$ cat src/rtl/ext_tid_rsp_tracker.sv
`default_nettype none
// ============================================================================
// Module      : ext_tid_rsp_tracker
// Description : Response-side tracker for external TIDs. Records metadata and
//               the expected beat count (beats-1) on issue, consumes
//               TID-tagged response beats, emits one completion per
//               transaction through a single-slot completion register, pulses
//               a release back to the TID allocator and counts busy entries.
// Ports       : clk_i/rst_i           clock, async active-high reset
//               issue_*_i             transaction issue (no backpressure)
//               rsp_valid_i/rsp_tid_i response beat, rsp_ready_o handshake
//               cpl_*                 completion valid/ready with tid + meta
//               release_tid_*_o       one-cycle TID release pulse + id
//               outstanding_o/idle_o  busy entry count, idle flag
//               err_o/err_tid_o       protocol error pulse + offending TID
// Options     : EXT_TID_TRACK_ERR_EN  enables the protocol error reporting;
//               when undefined err_o/err_tid_o are tied to 0.
// Revision    : 1.0 - initial release
// ============================================================================
module ext_tid_rsp_tracker #(
    parameter int EXT_TID_WIDTH  = 4,
    parameter int META_WIDTH     = 8,
    parameter int BEAT_CNT_WIDTH = 8
) (
    input  logic                      clk_i,
    input  logic                      rst_i,
    input  logic                      issue_valid_i,
    input  logic [EXT_TID_WIDTH-1:0]  issue_tid_i,
    input  logic [META_WIDTH-1:0]     issue_meta_i,
    input  logic [BEAT_CNT_WIDTH-1:0] issue_beats_i,
    input  logic                      rsp_valid_i,
    input  logic [EXT_TID_WIDTH-1:0]  rsp_tid_i,
    output logic                      rsp_ready_o,
    output logic                      cpl_valid_o,
    output logic [EXT_TID_WIDTH-1:0]  cpl_tid_o,
    output logic [META_WIDTH-1:0]     cpl_meta_o,
    input  logic                      cpl_ready_i,
    output logic                      release_tid_o,
    output logic [EXT_TID_WIDTH-1:0]  release_tid_id_o,
    output logic [EXT_TID_WIDTH:0]    outstanding_o,
    output logic                      idle_o,
    output logic                      err_o,
    output logic [EXT_TID_WIDTH-1:0]  err_tid_o
);

    localparam int NB_TID = 2**EXT_TID_WIDTH;

    // Per-TID table
    logic [NB_TID-1:0]         busy_q,  busy_d;
    logic [META_WIDTH-1:0]     meta_q  [NB_TID];
    logic [META_WIDTH-1:0]     meta_d  [NB_TID];
    logic [BEAT_CNT_WIDTH-1:0] beats_q [NB_TID];
    logic [BEAT_CNT_WIDTH-1:0] beats_d [NB_TID];

    logic [EXT_TID_WIDTH:0]    outstanding_q, outstanding_d;
    logic                      cpl_valid_q;
    logic [EXT_TID_WIDTH-1:0]  cpl_tid_q;
    logic [META_WIDTH-1:0]     cpl_meta_q;
    logic                      release_q;
    logic [EXT_TID_WIDTH-1:0]  release_id_q;

    logic w_rsp_acc;
    logic w_rsp_hit;
    logic w_rsp_last;

    // Single completion slot: a beat may be accepted whenever the slot is
    // empty or is being drained in this same cycle.
    assign rsp_ready_o = !cpl_valid_q || cpl_ready_i;
    assign w_rsp_acc   = rsp_valid_i && rsp_ready_o;
    // Beats to idle TIDs are silently dropped.
    assign w_rsp_hit   = w_rsp_acc && busy_q[rsp_tid_i];
    assign w_rsp_last  = w_rsp_hit && (beats_q[rsp_tid_i] == '0);

    always_comb begin
        busy_d  = busy_q;
        meta_d  = meta_q;
        beats_d = beats_q;
        if (w_rsp_hit) begin
            if (w_rsp_last) begin
                busy_d[rsp_tid_i] = 1'b0;
            end else begin
                beats_d[rsp_tid_i] = beats_q[rsp_tid_i] - BEAT_CNT_WIDTH'(1);
            end
        end
        // Issue is applied last so it wins over a beat to the same TID.
        if (issue_valid_i) begin
            busy_d[issue_tid_i]  = 1'b1;
            meta_d[issue_tid_i]  = issue_meta_i;
            beats_d[issue_tid_i] = issue_beats_i;
        end
    end

    always_comb begin
        outstanding_d = outstanding_q;
        if (issue_valid_i && !w_rsp_last) begin
            outstanding_d = outstanding_q + (EXT_TID_WIDTH+1)'(1);
        end else if (!issue_valid_i && w_rsp_last) begin
            outstanding_d = outstanding_q - (EXT_TID_WIDTH+1)'(1);
        end
    end

    always_ff @(posedge clk_i or posedge rst_i) begin
        if (rst_i) begin
            busy_q        <= '0;
            outstanding_q <= '0;
            cpl_valid_q   <= 1'b0;
            cpl_tid_q     <= '0;
            cpl_meta_q    <= '0;
            release_q     <= 1'b0;
            release_id_q  <= '0;
            for (int i = 0; i < NB_TID; i++) begin
                meta_q[i]  <= '0;
                beats_q[i] <= '0;
            end
        end else begin
            busy_q        <= busy_d;
            meta_q        <= meta_d;
            beats_q       <= beats_d;
            outstanding_q <= outstanding_d;
            release_q     <= w_rsp_last;
            if (w_rsp_last) begin
                // Reload even while draining: back-to-back with no bubble.
                cpl_valid_q  <= 1'b1;
                cpl_tid_q    <= rsp_tid_i;
                cpl_meta_q   <= meta_q[rsp_tid_i];
                release_id_q <= rsp_tid_i;
            end else if (cpl_ready_i) begin
                cpl_valid_q  <= 1'b0;
            end
        end
    end

    assign cpl_valid_o      = cpl_valid_q;
    assign cpl_tid_o        = cpl_tid_q;
    assign cpl_meta_o       = cpl_meta_q;
    assign release_tid_o    = release_q;
    assign release_tid_id_o = release_id_q;
    assign outstanding_o    = outstanding_q;
    assign idle_o           = (outstanding_q == '0);

`ifdef EXT_TID_TRACK_ERR_EN
    logic                     err_q, err_d;
    logic [EXT_TID_WIDTH-1:0] err_tid_q, err_tid_d;
    logic                     w_rsp_err;
    logic                     w_iss_err;

    assign w_rsp_err = w_rsp_acc && !busy_q[rsp_tid_i];
    assign w_iss_err = issue_valid_i &&
                       (busy_q[issue_tid_i] || (w_rsp_acc && (issue_tid_i == rsp_tid_i)));

    always_comb begin
        err_d     = 1'b0;
        err_tid_d = err_tid_q;
        // Response-side error reports its TID in preference to issue errors.
        if (w_rsp_err) begin
            err_d     = 1'b1;
            err_tid_d = rsp_tid_i;
        end else if (w_iss_err) begin
            err_d     = 1'b1;
            err_tid_d = issue_tid_i;
        end
    end

    always_ff @(posedge clk_i or posedge rst_i) begin
        if (rst_i) begin
            err_q     <= 1'b0;
            err_tid_q <= '0;
        end else begin
            err_q     <= err_d;
            err_tid_q <= err_tid_d;
        end
    end

    assign err_o     = err_q;
    assign err_tid_o = err_tid_q;
`else
    assign err_o     = 1'b0;
    assign err_tid_o = '0;
`endif

endmodule
`default_nettype wire

$ cat config.mk
export PLATFORM = sky130hd
export DESIGN_NAME = ext_tid_rsp_tracker
export DESIGN_NICKNAME = d
export VERILOG_FILES = /design/src/rtl/ext_tid_rsp_tracker.sv
export SDC_FILE = /design/constraint.sdc
export NUM_CORES = 1
export LEC_CHECK = 0
export BUFFER_PORTS_ARGS = -buffer_cell sky130_fd_sc_hd__buf_2
export CAP_MARGIN = 20
export CORE_MARGIN = 2
export CORE_UTILIZATION = 25
export CTS_BUF_LIST = sky130_fd_sc_hd__clkbuf_8
export DETAILED_ROUTE_END_ITERATION = 6
export GPL_ROUTABILITY_DRIVEN = 1
export SYNTH_ARGS = -nofsm -noshare
export SYNTH_HDL_FRONTEND = slang
export SYNTH_SLANG_ARGS = --single-unit
$ cat constraint.sdc
create_clock -name clk_i -period 10.2 [get_ports clk_i]
set_clock_uncertainty 0.2 [all_clocks]
set_input_delay 1.02 -clock clk_i [delete_from_list [all_inputs] [get_ports clk_i]]
set_output_delay 1.02 -clock clk_i [all_outputs]
set_load 0.03 [all_outputs]
==> results of run 1 <==
## synth_stat cells (9+ instances only)
library cell	number
nand2_1	563
nor3_1	9
a2bb2oi_1	16
nand3_1	63
o21ai_1	84
buf_2	12
nor2b_1	9
o22ai_1	9
mux2_1	9
mux2i_1	60
nor2_1	33
clkbuf_1	95
o21ai_0	21
o211ai_1	22
dfrtp_1	291
mux4_2	76
buf_4	12
a21o_1	22
buf_1	11
## sequential cells by signal, indices dropped and copies added (netlist names)
signal / flops
beats_q: 128
meta_q: 128
busy_q: 16
cpl_meta_o: 8
outstanding_o: 5
release_tid_id_o: 4
cpl_valid_o: 1
release_tid_o: 1
## layout make-up
type                       instances  share of cell area
clock inverter                    22             0.00952
antenna                            2            0.000295
timing repair buffer              81              0.0314
multi-input combinational       1111               0.419
sequential                       291               0.429
tap                              773              0.0570
inverter                           5             0.00184
clock buffer                      63              0.0511
## critical path: stages
cell,delay [ps]
buf_4,450
buf_4,820
mux4_2,620
a221oi_1,420
ha_1,260
nor2b_1,140
a22oi_1,140
or2_1,270
or3_1,520
ha_1,300
inv_1,130
ha_1,280
a21o_1,190
a21oi_1,170
xnor2_1,140
nor2_1,70
xor2_1,140
## worst max path at each step
stage / from / endpoint / slack [ps] / cells past startpoint
after floorplan: rst_i / beats_q[0] / 950 / 1
after global placement: rsp_tid_i[0] / outstanding_o[4] / 3690 / 17
after detailed placement: rsp_tid_i[0] / outstanding_o[4] / 3690 / 17
after CTS: rsp_tid_i[0] / outstanding_o[4] / 4320 / 17
after global routing: rsp_tid_i[0] / outstanding_o[4] / 4020 / 17
final: rsp_tid_i[0] / outstanding_o[4] / 4350 / 17
## logic make-up (layout without fill, tap and decap cells)
| family | Yosys count | in the layout |
|---|---|---|
| AO/OA/AOI/OAI | 220 | 220 |
| adder cells (fa/ha/maj) | 6 | 6 |
| flip-flops | 291 | 291 |
| buffers and inverters | 140 | 171 |
| other | 1 | 7 |
| AND/OR/NAND/NOR | 719 | 719 |
| multiplexers | 150 | 150 |
| XOR/XNOR | 11 | 11 |
## power by group
group,leakage (nW),switching (mW),internal [mW]
clock network,0.576,0.504,0.605
logic,3.33,0.745,0.530
registers,3.63,0.221,1.53
## metrics by stage
step	power, mW	hold slack [ps]	setup WS (ps)
floorplan	2.64	241	946
global placement	2.96	253	3690
detailed placement	3.02	258	3690
CTS	4.13	274	4320
global route	4.36	291	4020
finish	4.14	270	4350
## layer usage
metal / routed length, µm / vias up / track usage
met1: 19200 / 5961 / 0.197
met5: 87 / - / 0
li1: - / 5278 / -
met3: 4110 / 139 / 0.0344
met4: 1840 / 14 / 0.0612
met2: 22000 / 555 / 0.241
==> results.md, run 1 <==
- Placed Instances: 2258
- Synth area leader: dfrtp_1
- Mapped cell area: 15000 µm²
- Fraction of layout cells with a size suffix above 1: 0.175
- Xor/xnor share of the synthesized area: 0.00644
- Worst endpoint required time: 10490 ps
- 1st-pass router iterations: 6
- Post-CTS setup repair buffer count: 0
- Routed wire per std cell: 20.1 µm
- Vias per cell: 5.09
- Htree depth: 2
- Core region area: 59000 µm²
- Async set or reset register ratio after synthesis: 1.00
- Min-Delay Path Depth: 2
- Synth Area in Adders: 0.00552
- Synth Register Bits: 291
- Initial Util: 0.253
- Via count: 11900
- Sum Neg Setup Slack: 0 ps
- Reg2Reg Depth: 16
- Reg2reg setup slack: 5290 ps
- Status: complete, no violations
- Crit start category: input port
- Layout area overhead: 13.4%
- First-pass GRT wire length: 73100 µm
- Residual DRC: 0
- IO Port Bufs: 53
- Most common cell after layout, fill and taps aside: nand2_1
- CP arrival: 6140 ps
- CTS Hold Bufs: 0
- Worst slew margin: 0.262
- Synth Area in Simple Gates: 0.198
- Pwr/cell area: 244 nW/µm²
- CP max FO: 43
- Pin count of the biggest net entering global routing: 136
- Post-synthesis compound-gate area fraction: 0.0952
- Post-layout minimum cycle time: 5850 ps
- Total GRT Usage: 0.151
- Register Area: 7280 µm²
- Critical path type: in -> reg
- Multi-input logic area: 7110 µm²
- Number of global-route vias before repair: 11900
- Post-synthesis mux area share: 0.165
- Slew Viols, Final: 0
- Final Cycle Share: 0.573
- Final non-filler cell total: 2348
- Hold worst-path end: meta_q[106]
- Worst ir drop on vdd: 0.000160 V
- Post-layout util: 0.287
- Max Root-Sink Buffers: 3
- Final hold viol count: 0
- Main combinational cell family by area after synthesis: simple AND/OR/NAND/NOR gates
- Row count: 89
- Clk_lat worst skew: 620 ps
- EDFF count, synth: 0
- Post-synthesis cell type count: 61
- Design area: 17000 µm²
- Fillers: 6072
- Routed wire length: 47300 µm
- Starting DRT DRC Count: 1080
- Worst-margin pin slew: 1100 ps
- RR Endpoint: outstanding_o[4]
- CTS clock-pin slew for the worst setup and hold paths: 60 ps
- Clock buffer count from CTS: 47
- HP Class: reg -> reg
- Die area: 61800 µm²
- Max Fclk: 171 MHz
- Top cells by area, synth: dfrtp_1, nand2_1, mux4_2
- RR Startpoint: beats_q[32]
- Antenna violations before repair: 9
- Synth top area share: 0.487
- Post-DRT Antenna Nets: 0
- Dpl hpwl: 30300 µm
- Die height: 249 µm
- Endpoints failing setup: 0
- Commonest cells after routing, fill and taps aside: nand2_1, dfrtp_1, o21ai_1, mux4_2
- Placed standard-cell area: 15900 µm²
- Synth warnings: 0
- Avg Cell Area, Syn: 9.72 µm²
- Die Wd: 249 µm
- Ports: 59
- Routability cong.: 0.926
- Root buffer cell: clkbuf_8
- Maxcap violations: 0
- Static leakage: 7.53 nW
- RSZ-0062 raised after global routing: no
- Cell count after synthesis: 1538
- Global route overflow: 0
- Resized cells post-CTS: 0
- Crit. End Element: register
- CTS tree: built
- Sequential area share after synthesis: 0.487
- Min-delay src: meta_q[106]
- Fin nets: 1572
- CTS sink cnt: 291
- Dominant synthesized flop cell: dfrtp_1
Note: power is estimated with default switching activity, not from simulation.
==> inputs of run 2 (changes only) <==
==> constraint.sdc (replaced) <==
create_clock -name clk_i -period 6.15 [get_ports clk_i]
set_clock_uncertainty 0.2 [all_clocks]
set_input_delay 0.615 -clock clk_i [delete_from_list [all_inputs] [get_ports clk_i]]
set_output_delay 0.615 -clock clk_i [all_outputs]
set_load 0.03 [all_outputs]
==> results.md, run 2 (synthesis results as in run 1) <==
- Final hold viol count: 0
- Clock Power Share: 0.259
- Endpoints failing setup: 0
- Die area: 61800 µm²
- Die Wd: 249 µm
- Most common cell after layout, fill and taps aside: nand2_1
- Critical path type: in -> reg
- Vias per cell: 5.03
- Routed wire length: 47100 µm
- Starting DRT DRC Count: 1281
- CTS sink cnt: 291
- Htree depth: 2
- Row count: 89
- Layout area overhead: 13.3%
- Crit start category: input port
- CTS tree: built
- Crit. End Element: register
- Final Cycle Share: 0.771
- Max Root-Sink Buffers: 3
- HP Class: in -> reg
- Fin nets: 1581
- Routability cong.: 0.941
- Ports: 59
- Largest registers: beats_q x128, meta_q x128, busy_q x16
- Worst-margin pin slew: 1030 ps
- Worst ir drop on vdd: 0.000272 V
- Fraction of layout cells with a size suffix above 1: 0.175
- Worst hold margin: 202 ps
- Post-layout minimum cycle time: 4740 ps
- CTS clock-pin slew for the worst setup and hold paths: 70 ps
- Static leakage: 7.54 nW
- Core region area: 59000 µm²
- 1st-pass router iterations: 6
- Overall Power: 6.78 mW
- Post-layout util: 0.287
- Register Area: 7280 µm²
- Initial Util: 0.253
- Switching power: 2.41 mW
- Worst endpoint required time: 6430 ps
- Clk_lat worst skew: 600 ps
- Maxcap violations: 0
- Total GRT Usage: 0.149
- Internal power: 4.37 mW
- Pwr/cell area: 400 nW/µm²
- CP arrival: 5030 ps
- CP max FO: 39
- Slew Viols, Final: 0
- RSZ-0062 raised after global routing: no
- First-pass GRT wire length: 72700 µm
- IO Port Bufs: 53
- Global route overflow: 0
- Clock buffer count from CTS: 46
- Dpl hpwl: 30700 µm
- Pin count of the biggest net entering global routing: 148
- Status: complete, no violations
- Antenna violations before repair: 9
- Fillers: 6126
- Via count: 11800
- Residual DRC: 0
- Max Fclk: 211 MHz
- Design area: 16900 µm²
- Post-DRT Antenna Nets: 0
- Die height: 249 µm
- Multi-input logic area: 7100 µm²
- Placed standard-cell area: 16000 µm²
- Root buffer cell: clkbuf_8
- Sum Neg Setup Slack: 0 ps
- Routed wire per std cell: 20.0 µm
- Number of global-route vias before repair: 11900
- Worst slew margin: 0.311
- Switching Share: 0.355
- Gate power share: 0.309
- Reg power frac: 0.432
- Commonest cells after routing, fill and taps aside: nand2_1, dfrtp_1, o21ai_1, mux4_2, nand3_1
-- run 2: worst paths after layout --
kind                       depth (start not counted)  slack (ps)                to        startpoint
min in group asynchronous                          3         530     release_tid_o             rst_i
max                                               15        1410  outstanding_o[4]      rsp_tid_i[0]
max reg2reg                                       16        1450  outstanding_o[4]       beats_q[32]
min                                                3         200       beats_q[66]  issue_beats_i[2]
min reg2reg                                        2         270       meta_q[111]       meta_q[111]
max in group asynchronous                          4        3950       meta_q[123]             rst_i
-- run 2: worst max-delay path: stages --
cell and delay (ps):
buf_4 260, buf_4 690, mux4_2 600, a22oi_1 310
nand2_1 250, or4_4 480, or3_1 420, ha_1 230
inv_1 150, ha_1 290, a21o_1 180, a21oi_1 170
xnor2_1 130, nor2_1 70, xor2_1 150
-- run 2: power by group through the flow --
stage | registers, mW | logic (mW) | clock network [mW]
2_1_floorplan | 2.92 | 1.46 | 0
3_3_place_gp | 2.93 | 2.02 | 0
3_5_place_dp | 2.95 | 2.08 | 0
4_1_cts | 2.92 | 2.08 | 1.78
5_1_grt | 3.00 | 2.28 | 1.86
6_report | 2.93 | 2.09 | 1.76
-- run 2: area by class of cell --
type | instances | share of cell area
Inverter | 5 | 0.00162
Multi-Input combinational cell | 1111 | 0.419
Timing Repair Buffer | 91 | 0.0353
Clock buffer | 59 | 0.0479
Tap cell | 773 | 0.0571
Antenna cell | 2 | 0.000295
Clock inverter | 22 | 0.00886
Sequential cell | 291 | 0.430
-- run 2: what timing repair did --
action | in CTS | in global routing
endpoints found under the hold margin | 12 | 0
setup buffers | 0 | 0
hold buffers | 1 | 0
resized for setup | 0 | 0
-- run 2: metrics by stage --
step                      setup slack [ps]  cells
final                                 1410   2354
after global routing                  1080   2354
after CTS                             1390   2352
after detailed placement               759   2270
after global placement                 781   2268
after floorplan                       1000   1542
-- run 2: per-layer routing --
layer,global-route usage,vias to the layer above,part of all wire
met1,0.200,5840,0.41
li1,-,5285,-
met5,0,-,0.0013
met3,0.0301,132,0.087
met4,0.0599,10,0.036
met2,0.237,567,0.46
==> inputs of run 3 (changes only) <==
==> constraint.sdc (replaced) <==
create_clock -name clk_i -period 4.1 [get_ports clk_i]
set_clock_uncertainty 0.2 [all_clocks]
set_input_delay 0.41 -clock clk_i [delete_from_list [all_inputs] [get_ports clk_i]]
set_output_delay 0.41 -clock clk_i [all_outputs]
set_load 0.03 [all_outputs]
==> results.md, run 3 (synthesis results as in run 1) <==
- Global route overflow: 0
- Post-layout minimum cycle time: 3890 ps
- IO Port Bufs: 53
- Row count: 89
- Max Fclk: 257 MHz
- Routed wire length: 47000 µm
- Htree depth: 2
- Worst endpoint required time: 4370 ps
- Crit-path slowest cell: mux4_2
- Residual DRC: 0
- Critical path type: reg -> reg
- Min-delay src: issue_beats_i[3]
- Crit. End Element: register
- Most used cell, CP: ha_4
- Min-Delay Path Depth: 3
- Worst slew margin: 0.258
- Placed standard-cell area: 16400 µm²
- HP Class: in -> reg
- CTS sink cnt: 291
- Endpoints failing setup: 0
- Largest stage delay on the critical path: 450 ps
- Clock buffer count from CTS: 47
- Starting DRT DRC Count: 1256
- Crit start category: register
- CTS tree: built
- Fillers: 6052
- First-pass GRT wire length: 74200 µm
- Slew Viols, Final: 0
- RR Startpoint: beats_q[17]
- CP arrival: 4160 ps
- Largest registers: beats_q x128, meta_q x128, busy_q x16
- Fraction of layout cells with a size suffix above 1: 0.200
- Worst-margin pin slew: 1110 ps
- Vias per cell: 4.99
- Core region area: 59000 µm²
- Post-DRT Antenna Nets: 0
- Pwr/cell area: 598 nW/µm²
- Pin count of the biggest net entering global routing: 93
- Clk_lat worst skew: 600 ps
- Multi-input logic area: 7200 µm²
- Root buffer cell: clkbuf_8
- Final hold viol count: 0
- Status: complete, no violations
- Layout area overhead: 17.3%
- Fin nets: 1630
- Total GRT Usage: 0.151
- Die area: 61800 µm²
- Most common cell after layout, fill and taps aside: nand2_1
- Max Root-Sink Buffers: 3
- Static leakage: 7.83 nW
- Maxcap violations: 0
- Die Wd: 249 µm
- Commonest cells after routing, fill and taps aside: nand2_1, dfrtp_1, o21ai_1, mux4_2, buf_4
- Die height: 249 µm
- CP max FO: 4
- RSZ-0062 raised after global routing: no
- Ports: 59
- Register Area: 7280 µm²
- Crit path cell chain: mux4_2 -> a22o_1 -> a221oi_4 -> ha_4 -> and2_4 -> a22oi_2 -> or2_1 -> or3_4 -> ha_4 -> inv_4 -> buf_4 -> ha_4 -> a21o_1 -> a21oi_2 -> xor2_1 -> o21ai_1
- 1st-pass router iterations: 5
- Routability cong.: 0.893
- Design area: 17500 µm²
- CP startpoint: beats_q[17]
- Worst ir drop on vdd: 0.000248 V
- Via count: 12000
- Antenna violations before repair: 8
- Number of global-route vias before repair: 12300
- Final Cycle Share: 0.949
- Reg2Reg Depth: 16
- Post-layout util: 0.297
- CTS clock-pin slew for the worst setup and hold paths: 70 ps
- Routed wire per std cell: 19.5 µm
- Initial Util: 0.253
- Dpl hpwl: 32600 µm
run 3: changes by cell type in the layout (fill, tap and decap cells not counted), moves of 2 or more:
cell	change
buf_12	+4
clkbuf_8	+2
buf_4	+31
dlygate4sd3_1	+13
a21oi_1	-2
a21oi_2	+2
ha_4	+4
ha_1	-4
clkinv_2	+2
run 3: what timing repair did:
item / 4_1_cts / 5_1_grt
endpoints found under the hold margin: 186 / 0
buffers inserted: 0 / 0
hold buffers: 14 / 0
setup endpoints to repair: 0 / 2
resized for setup: 0 / 2
run 3: critical path, delay by kind of cell (launching register included):
family	cells	cell delay (ps)
compound gates	6	1000
xor+xnor	1	150
fa+ha+maj	3	560
buf+inv	2	180
flops	1	390
mux	1	450
simple gates	3	820
run 3: per-layer routing:
metal	share of wire	global-route usage	vias to the layer above	wire (µm)
li1	-	-	5381	-
met1	0.42	0.201	5989	19700
met2	0.48	0.245	541	22300
met3	0.072	0.0254	102	3390
met4	0.032	0.0607	8	1520
met5	0.0012	0	-	56
run 3: power by group:
group | leakage [nW] | internal [mW] | switching (mW)
combinational | 3.62 | 1.47 | 1.85
clock | 0.575 | 1.46 | 1.24
sequential | 3.63 | 3.82 | 0.651
total | 7.83 | 6.75 | 3.74
run 3: worst paths after layout:
check | endpoint | slack [ps]
max | outstanding_o[3] | 210
min | beats_q[59] | 50
max reg2reg | outstanding_o[3] | 210
min reg2reg | meta_q[67] | 270
max in group asynchronous | beats_q[60] | 2260
min in group asynchronous | beats_q[106] | 380
run 3: area by class of cell:
type / count / area share
Sequential cell: 291 / 0.415
Multi-Input combinational cell: 1111 / 0.410
Timing Repair Buffer: 139 / 0.0601
Tap cell: 773 / 0.0552
Clock inverter: 25 / 0.00928
Clock buffer: 61 / 0.0479
Antenna cell: 2 / 0.000285
Inverter: 5 / 0.00171
run 3: stage by stage:
| step | std cells | power (mW) | TNS (ps) | setup WS, ps | hold WS (ps) |
|---|---|---|---|---|---|
| after floorplan | 1542 | 6.65 | -108570 | -371 | 241 |
| after global placement | 2303 | 7.66 | -209 | -131 | 253 |
| after detailed placement | 2304 | 7.77 | -259 | -133 | 258 |
| after CTS | 2404 | 10.5 | 0 | 64.5 | 8.69 |
| after global routing | 2406 | 11.1 | 0 | 36.6 | 20.8 |
| final | 2407 | 10.5 | 0 | 209 | 54.9 |
